## src/rtl/hazard_ctrl_pkg.sv

```systemverilog
`default_nettype none
// ----------------------------------------------------------------------------
// hazard_ctrl_pkg : forward encodings, FSM states, counter width, reg compare
// Revision: 1.0
// ----------------------------------------------------------------------------
package hazard_ctrl_pkg;

   localparam logic [1:0] FWD_RF = 2'b00;
   localparam logic [1:0] FWD_W  = 2'b01;
   localparam logic [1:0] FWD_M  = 2'b10;

   localparam int STALL_CNT_W = 16;

   typedef enum logic [0:0] {
      ST_IDLE     = 1'b0,
      ST_MEM_WAIT = 1'b1
   } mem_state_e;

   // $zero is hardwired, so a write to it can never create a dependency.
   function automatic logic reg_match(input logic [4:0] dst, input logic [4:0] src);
      return (dst != 5'd0) && (dst == src);
   endfunction

endpackage
`default_nettype wire

```

## src/rtl/hazard_ctrl_forward_unit.sv

```systemverilog
`default_nettype none
// ----------------------------------------------------------------------------
// forward_unit : ALU and branch-compare operand forwarding selects
// Revision: 1.0
// ----------------------------------------------------------------------------
module forward_unit (
   input  logic       regWriteM,
   input  logic [4:0] writeRegM,
   input  logic       regWriteW,
   input  logic [4:0] writeRegW,
   input  logic [4:0] rsE,
   input  logic [4:0] rtE,
   input  logic [4:0] rsD,
   input  logic [4:0] rtD,
   output logic [1:0] fwdAE,
   output logic [1:0] fwdBE,
   output logic       fwdAD,
   output logic       fwdBD
);
   import hazard_ctrl_pkg::*;

   // MEM holds the younger result, so it takes priority over WB.
   always_comb begin
      fwdAE = FWD_RF;
      if (regWriteM && reg_match(writeRegM, rsE))
         fwdAE = FWD_M;
      else if (regWriteW && reg_match(writeRegW, rsE))
         fwdAE = FWD_W;

      fwdBE = FWD_RF;
      if (regWriteM && reg_match(writeRegM, rtE))
         fwdBE = FWD_M;
      else if (regWriteW && reg_match(writeRegW, rtE))
         fwdBE = FWD_W;

      fwdAD = regWriteM && reg_match(writeRegM, rsD);
      fwdBD = regWriteM && reg_match(writeRegM, rtD);
   end

endmodule
`default_nettype wire

```

## src/rtl/hazard_ctrl.sv

```systemverilog
`default_nettype none
// ----------------------------------------------------------------------------
// hazard_ctrl : pipeline stall/flush/forward control with data-memory wait FSM
// Revision: 1.0
// ----------------------------------------------------------------------------
module hazard_ctrl (
   input  logic        clk,
   input  logic        rst,
   input  logic [4:0]  rsD,
   input  logic [4:0]  rtD,
   input  logic [4:0]  rsE,
   input  logic [4:0]  rtE,
   input  logic        regWriteE,
   input  logic        memToRegE,
   input  logic [4:0]  writeRegE,
   input  logic        regWriteM,
   input  logic        memToRegM,
   input  logic [4:0]  writeRegM,
   input  logic        regWriteW,
   input  logic [4:0]  writeRegW,
   input  logic        branchD,
   input  logic        branchTakenD,
   input  logic        dmemReqM,
   input  logic        dmemReady,
   output logic        stallF,
   output logic        stallD,
   output logic        stallE,
   output logic        stallM,
   output logic        flushD,
   output logic        flushE,
   output logic        flushW,
   output logic [1:0]  fwdAE,
   output logic [1:0]  fwdBE,
   output logic        fwdAD,
   output logic        fwdBD,
   output logic [15:0] stallCount
);
   import hazard_ctrl_pkg::*;

   mem_state_e             state_q, state_d;
   logic [STALL_CNT_W-1:0] stall_cnt_q, stall_cnt_d;
   logic                   lw_stall, br_stall, mem_stall;
   logic [1:0]             fwd_ae_raw, fwd_be_raw;
   logic                   fwd_ad_raw, fwd_bd_raw;

   forward_unit u_forward_unit (
      .regWriteM (regWriteM),
      .writeRegM (writeRegM),
      .regWriteW (regWriteW),
      .writeRegW (writeRegW),
      .rsE       (rsE),
      .rtE       (rtE),
      .rsD       (rsD),
      .rtD       (rtD),
      .fwdAE     (fwd_ae_raw),
      .fwdBE     (fwd_be_raw),
      .fwdAD     (fwd_ad_raw),
      .fwdBD     (fwd_bd_raw)
   );

   always_comb begin
      lw_stall = memToRegE && (reg_match(writeRegE, rsD) || reg_match(writeRegE, rtD));
      br_stall = branchD &&
                 ((regWriteE && (reg_match(writeRegE, rsD) || reg_match(writeRegE, rtD))) ||
                  (memToRegM && (reg_match(writeRegM, rsD) || reg_match(writeRegM, rtD))));
   end

   // The ready cycle itself is not a stall: the pipeline advances as data arrives.
   always_comb begin
      state_d   = state_q;
      mem_stall = 1'b0;
      case (state_q)
         ST_IDLE: begin
            if (dmemReqM && !dmemReady) begin
               state_d   = ST_MEM_WAIT;
               mem_stall = 1'b1;
            end
         end
         ST_MEM_WAIT: begin
            if (dmemReady)
               state_d = ST_IDLE;
            else
               mem_stall = 1'b1;
         end
         default: state_d = ST_IDLE;
      endcase
   end

   always_comb begin
      stallF = 1'b0;
      stallD = 1'b0;
      stallE = 1'b0;
      stallM = 1'b0;
      flushD = 1'b0;
      flushE = 1'b0;
      flushW = 1'b0;
      fwdAE  = rst ? FWD_RF : fwd_ae_raw;
      fwdBE  = rst ? FWD_RF : fwd_be_raw;
      fwdAD  = !rst && fwd_ad_raw;
      fwdBD  = !rst && fwd_bd_raw;
      if (!rst) begin
         if (mem_stall) begin
            stallF = 1'b1;
            stallD = 1'b1;
            stallE = 1'b1;
            stallM = 1'b1;
            flushW = 1'b1;
         end else if (lw_stall || br_stall) begin
            stallF = 1'b1;
            stallD = 1'b1;
            flushE = 1'b1;
         end else begin
            flushD = branchD && branchTakenD;
         end
      end
   end

   always_comb begin
      stall_cnt_d = stall_cnt_q;
      if (stallF && (stall_cnt_q != {STALL_CNT_W{1'b1}}))
         stall_cnt_d = stall_cnt_q + STALL_CNT_W'(1);
   end

   always_ff @(posedge clk or posedge rst) begin
      if (rst) begin
         state_q     <= ST_IDLE;
         stall_cnt_q <= '0;
      end else begin
         state_q     <= state_d;
         stall_cnt_q <= stall_cnt_d;
      end
   end

   assign stallCount = stall_cnt_q;

endmodule
`default_nettype wire

```

## config.mk

```make
export PLATFORM = sky130hd
export DESIGN_NAME = hazard_ctrl
export DESIGN_NICKNAME = d
export VERILOG_FILES = /design/src/rtl/hazard_ctrl_pkg.sv /design/src/rtl/hazard_ctrl_forward_unit.sv /design/src/rtl/hazard_ctrl.sv
export SDC_FILE = /design/constraint.sdc
export NUM_CORES = 1
export LEC_CHECK = 0
export ABC_AREA = 1
export CORE_ASPECT_RATIO = 0.8
export CORE_MARGIN = 10
export CORE_UTILIZATION = 30
export DETAILED_ROUTE_END_ITERATION = 8
export SLEW_MARGIN = 20
export SYNTH_ARGS = -nofsm -noshare
export SYNTH_HDL_FRONTEND = slang
export SYNTH_SLANG_ARGS = --single-unit
```

## constraint.sdc

```tcl
create_clock -name clk -period 2.1 [get_ports clk]
set_clock_uncertainty 0.1 [all_clocks]
set_input_delay 0.315 -clock clk [delete_from_list [all_inputs] [get_ports clk]]
set_output_delay 0.315 -clock clk [all_outputs]
set_load 0.02 [all_outputs]
```

# Word-level counts from Yosys, hierarchy flattened
# Index checks and enable logic that the tools add are counted.
word_totals:
  ff_bits: 17
  out_inout_bits: 29
  word_cells: 64
classes:
  muxes: 19
  n_eq_ne: 9
  n_reduce_logical: 32
  add_sub_neg: 1
  bitwise: 1
ops:
  columns: ["operator", "n"]
  rows:
  - ["equality test 5 bit", 8]
  - ["logical AND 1 bit", 23]
  - ["adder 16 x 1 -> 16 bit (second input constant)", 1]
  - ["!= test 16 bit (second input constant)", 1]
  - ["nonzero test 5 bit", 3]
  - ["2-to-1 mux 1 bit", 14]
  - ["2-to-1 mux 2 bit", 4]
  - ["logical OR 1 bit", 4]
  - ["logical NOT 1 bit", 2]
  - ["one-hot mux 1 bit (2 select lines)", 1]
  - ["NOT 1 bit", 1]

# Depth between registers and ports, before layout
# Gate-level depths: netlist (run 1).
depth:
  ltp_word: 11
  ltp_mapped: 13
  depth_no_buf: 12

# Cells and area by module
# A second synthesis (run 1) with hierarchy kept.
unflattened:
  cells_unflattened: 398
  hier_area_um2: 2129.5
by_module_without_submodules:
  columns: ["module", "cells_per_inst", "instances", "area_each_um2"]
  rows:
  - ["hazard_ctrl", 256, 1, 1556.5]
  - ["forward_unit", 142, 1, 573.0]

# Least setup slack after synthesis (run 1)
# Ideal clock, no wire load.
synth_timing:
  kind: "in2out"
  from: "input writeRegM[4]"
  to: "output stallF"
  required_time_ns: 1.685
  slack_ns: 0.145
  arrival_time_ns: 1.540
  path_stages: 10
  cell_sequence: "buf_4 -> xor2_1 -> nor2_1 -> nand2_2 -> nand2_2 -> nand2_4 -> nand2_1 -> nand2_1 -> o21ai_0 -> buf_4"
synth_between:
  elab_chain_len: 10
  word_cells_on_any_way: 13
  classes_between: "eq/ne (2); mux (3); reduce/logical (8)"
synth_lines:
  columns: ["item", "line_no", "source"]
  rows:
  - ["start: declaration", "hazard_ctrl.sv:18", "input logic [4:0] writeRegM,"]
  - ["equality test 5 bit or nonzero test 5 bit (tied branches)", "hazard_ctrl_pkg.sv:21", "return (dst != 5'd0) && (dst == src);"]
  - ["logical AND 1 bit", "hazard_ctrl_pkg.sv:21", null]
  - ["logical OR 1 bit (*)", "hazard_ctrl.sv:65", "(memToRegM && (reg_match(writeRegM, rsD) || reg_match(writeRegM, rtD))));"]
  - ["logical AND 1 bit (*)", "hazard_ctrl.sv:65", null]
  - ["logical OR 1 bit (*)", "hazard_ctrl.sv:64", "((regWriteE && (reg_match(writeRegE, rsD) || reg_match(writeRegE, rtD))) ||"]
  - ["logical AND 1 bit (*)", "hazard_ctrl.sv:63", "br_stall = branchD &&"]
  - ["logical OR 1 bit (*)", "hazard_ctrl.sv:108", "end else if (lw_stall || br_stall) begin"]
  - ["2-to-1 mux 1 bit (*) (3 in series)", null, null]
  - ["end: declaration", "hazard_ctrl.sv:25", "output logic stallF,"]
# Mark *: on every way between the ends. The rest lies on a longest branch, timed or not.

# Worst setup path in the final report (run 1)
layout_timing:
  from: "input rsE[3]"
  to: "output fwdAE[0]"
layout_between:
  elab_chain_len: 6
  word_cells_on_any_way: 9
  classes_between: "eq/ne (2); mux (3); reduce/logical (4)"
layout_lines:
  columns: ["item", "line_no", "source"]
  rows:
  - ["start: declaration", "hazard_ctrl.sv:11", "input logic [4:0] rsE,"]
  - ["equality test 5 bit", "hazard_ctrl_pkg.sv:21", null]
  - ["logical AND 1 bit", "hazard_ctrl_pkg.sv:21", null]
  - ["logical AND 1 bit", "hazard_ctrl_forward_unit.sv:27", "else if (regWriteW && reg_match(writeRegW, rsE))"]
  - ["2-to-1 mux 1 bit", "hazard_ctrl_forward_unit.sv:27", null]
  - ["2-to-1 mux 2 bit (*)", "hazard_ctrl_forward_unit.sv:25", "if (regWriteM && reg_match(writeRegM, rsE))"]
  - ["2-to-1 mux 2 bit (*)", "hazard_ctrl.sv:97", "fwdAE = rst ? FWD_RF : fwd_ae_raw;"]
  - ["end: declaration", "hazard_ctrl.sv:32", "output logic [1:0] fwdAE,"]
# Marks and branches as above.

==> results of run 1 <==
## flip-flops by register name, summed over array words and instances (netlist names)
name	flops
stallCount	16
state_q	1
## timing repair
action | CTS | global route
pin swaps | 3 | 5
gates resized for setup | 69 | 44
setup endpoints to repair | 22 | 25
## cells by family (layout without fill, tap and decap cells)
| logic type | count (synthesis) | after routing | synth area share (%) |
|---|---|---|---|
| adder cells (fa/ha/maj) | 1 | 1 | 0.650 |
| XOR/XNOR | 24 | 24 | 10.9 |
| buffers and inverters | 61 | 159 | 14.7 |
| flip-flops | 17 | 17 | 22.1 |
| AND/OR/NAND/NOR | 179 | 179 | 45.9 |
| AO/OA/AOI/OAI | 16 | 16 | 5.65 |
## per-stage QoR
step	util, %	area (sq um)	TNS, ns	power [mW]
4_1_cts	45.9	2900	0	1.24
3_5_place_dp	46.1	2910	-11.68	0.998
6_report	47.4	2990	0	1.23
5_1_grt	47.4	2990	-0.0122	1.33
3_3_place_gp	46.1	2910	-11.21	0.984
2_1_floorplan	-	1930	0	0.709
## layer usage
layer	up-vias	track usage (%)
li1	1147	-
met1	976	18.2
met2	59	19.9
met3	2	3.43
met4	0	1.62
met5	-	0
## cells in the mapped netlist, drive strengths merged
cell    instances
nand2          91
inv            49
nor2           30
nand3          22
nand4          19
dfrtp          17
xor2           15
buf            11
nor3           11
xnor2           9
nor4            4
o21ai           4
a211oi          3
o22ai           3
a21oi           1
a221oi          1
and3            1
clkbuf          1
ha              1
nand3b          1
o211a           1
o211ai          1
o21bai          1
o221ai          1
## layout make-up
class / instances / area (sq um) / share of cell area [%]
Multi-Input combinational cell: 220 / 1270 / 42.6
Timing Repair Buffer: 106 / 957 / 32.0
Sequential cell: 17 / 425 / 14.2
Inverter: 49 / 184 / 6.15
Tap cell: 84 / 105 / 3.51
Clock buffer: 4 / 45.0 / 1.51
## worst paths after layout
kind / start / endpoint / slack (ns) / cells after the start
max in group asynchronous: rst / stallCount[12]$_DFFE_PP0P_ / 0.98 / 4
max: rsE[3] / fwdAE[0] / 0.07 / 6
min reg2reg: stallCount[4]$_DFFE_PP0P_ / stallCount[4]$_DFFE_PP0P_ / 0.41 / 2
min in group clk: stallCount[4]$_DFFE_PP0P_ / stallCount[4]$_DFFE_PP0P_ / 0.41 / 2
max reg2reg: stallCount[1]$_DFFE_PP0P_ / stallCount[9]$_DFFE_PP0P_ / 0.17 / 8
min: rst / state_q$_DFF_PP0_ / 0.31 / 3
## power by group
group | internal (mW) | switching [mW]
Combinational | 0.267 | 0.299
Clock | 0.135 | 0.117
Sequential | 0.365 | 0.0492
Total | 0.767 | 0.466
## critical path, delay by kind of cell
family                 cells  cell delay, ns
buffers and inverters      2            0.72
and+or+nand+nor            3            0.46
AOI/OAI and AO/OA          1            0.11
## layout by cell type, fill, tap and decap left out, types with 2 or more instances in the layout
cell type,count
xor2_1,15
dlygate4sd2_1,20
nor3_1,8
buf_6,5
nand4_1,18
nor3_2,2
nand3_4,2
nand2_1,85
inv_2,8
buf_4,34
clkdlybuf4s50_1,30
a211oi_1,3
xnor2_1,9
nand2_2,5
nor2_1,21
nor4_1,3
clkbuf_2,3
dlymetal6s2s_1,8
o21ai_0,3
clkbuf_8,3
inv_1,41
clkdlybuf4s15_1,5
o22ai_1,3
dfrtp_1,17
nor2_2,9
nand3_2,8
nand3_1,12
==> qor.txt, run 1 <==
hold slack -> 0.306 ns
Vias/cell -> 4.55
via count -> 2,184
IO Count -> 75
Worst Path Required -> 1.68 ns
core area -> 6310 sq um
GPL Wtd Cong -> 0.863
share of layout cells above drive strength 1 -> 22.0%
DP Worst Slack -> -0.685 ns
Crit path arrival time -> 1.61 ns
Met3 Routed Length -> 476 microns
Setup Buffers After CTS -> 0
Hold Path Class -> in -> async
Cell Area, Synth -> 1930 sq um
largest net degree at the start of global routing -> 41
worst slew pin tran -> 0.451 ns
Layout Nets -> 444
Tmin final -> 2.03 ns
Overflow after GRT -> 0
DP Wirelength -> 5450 microns
count of final hold-check violations -> 0
area grow syn2layout -> 55.4%
Final Cycle Share -> 96.5%
initial antenna violation count -> 0
synthesis-stage register bit count -> 17
CP max-delay cell -> clkdlybuf4s50_1
final max-slew violation count -> 0
P per Cell Area -> 412 nW/um^2
diode count -> 0
RSZ-0062 raised after global routing -> yes
Final WS setup -> 0.0737 ns
Synth cell types -> 35
drt wl/cell -> 13.5 microns
Crit. End Element -> primary output
critical-path maximum fanout -> 4
Lkg Pwr -> 1.57 nW
CP cell instances -> clkdlybuf4s50_1 > o21ai_0 > nor4_1 > nand2_1 > nor2_1 > buf_2
# setup viols final -> 0
Die ar. -> 10,000 sq um
Num CTS Buffers -> 3
Routed Antenna Nets -> 0
VDD IR max -> 0.386 mV
CP Class -> in -> out
router iterations before antenna repair -> 4
register area share after synthesis -> 22.1%
Yosys top cell by area -> dfrtp_1
global-route wire length before repair -> 10,800 microns
vias in the first global route -> 2,103
cell count after placement -> 476
Clock Tree Buf Depth -> 2
Setup crit start kind -> primary input
top cells by area, synth -> dfrtp_1 22%, nand2_1 17%, inv_1 8.6%
clk_lat worst skew -> 0.26 ns
Worst slew margin -> 69.9%
die height -> 91.7 microns
port bufs -> 74
Ys Warns -> 0
DRC -> 0
max cap viols -> 0
outcome -> finished clean
CTS tree -> built
DR top layer -> met4
Die Wd -> 110 microns
Starting DRT DRC Count -> 81
Post-Synthesis Cells -> 298
DR WL met2 -> 2930 microns
Non-Filler Instances -> 480
met1 wire length -> 3060 microns
Max stage delay on crit path -> 0.55 ns
clk sink count -> 17
H-Tree Depth -> 1
Final Routed Wirelength -> 6480 microns
Peak Freq -> 494 MHz
CTS root buffer -> clkbuf_8
post-synth net total -> 345
# hold bufs at CTS -> 0
row count -> 26
GRT Total Usage -> 13.0%
Starting Density -> 30.5%
Avg Inst Size Synth -> 6.46 sq um
share of the synthesized area in the top cell type -> 22.1%
Reg clk slew, reported paths -> 0.07 ns
fillers -> 666
Power figures use the tool's default switching activity.
==> inputs of run 2 (changes only) <==
--- a/config.mk
+++ b/config.mk
@@ -10,6 +10,7 @@
 export CORE_MARGIN = 10
 export CORE_UTILIZATION = 30
 export DETAILED_ROUTE_END_ITERATION = 8
+export HOLD_SLACK_MARGIN = 0.15
 export SLEW_MARGIN = 20
 export SYNTH_ARGS = -nofsm -noshare
 export SYNTH_HDL_FRONTEND = slang
==> results of run 2 <==
Same layout as run 1: the final DEF is identical, and so are final timing and power.
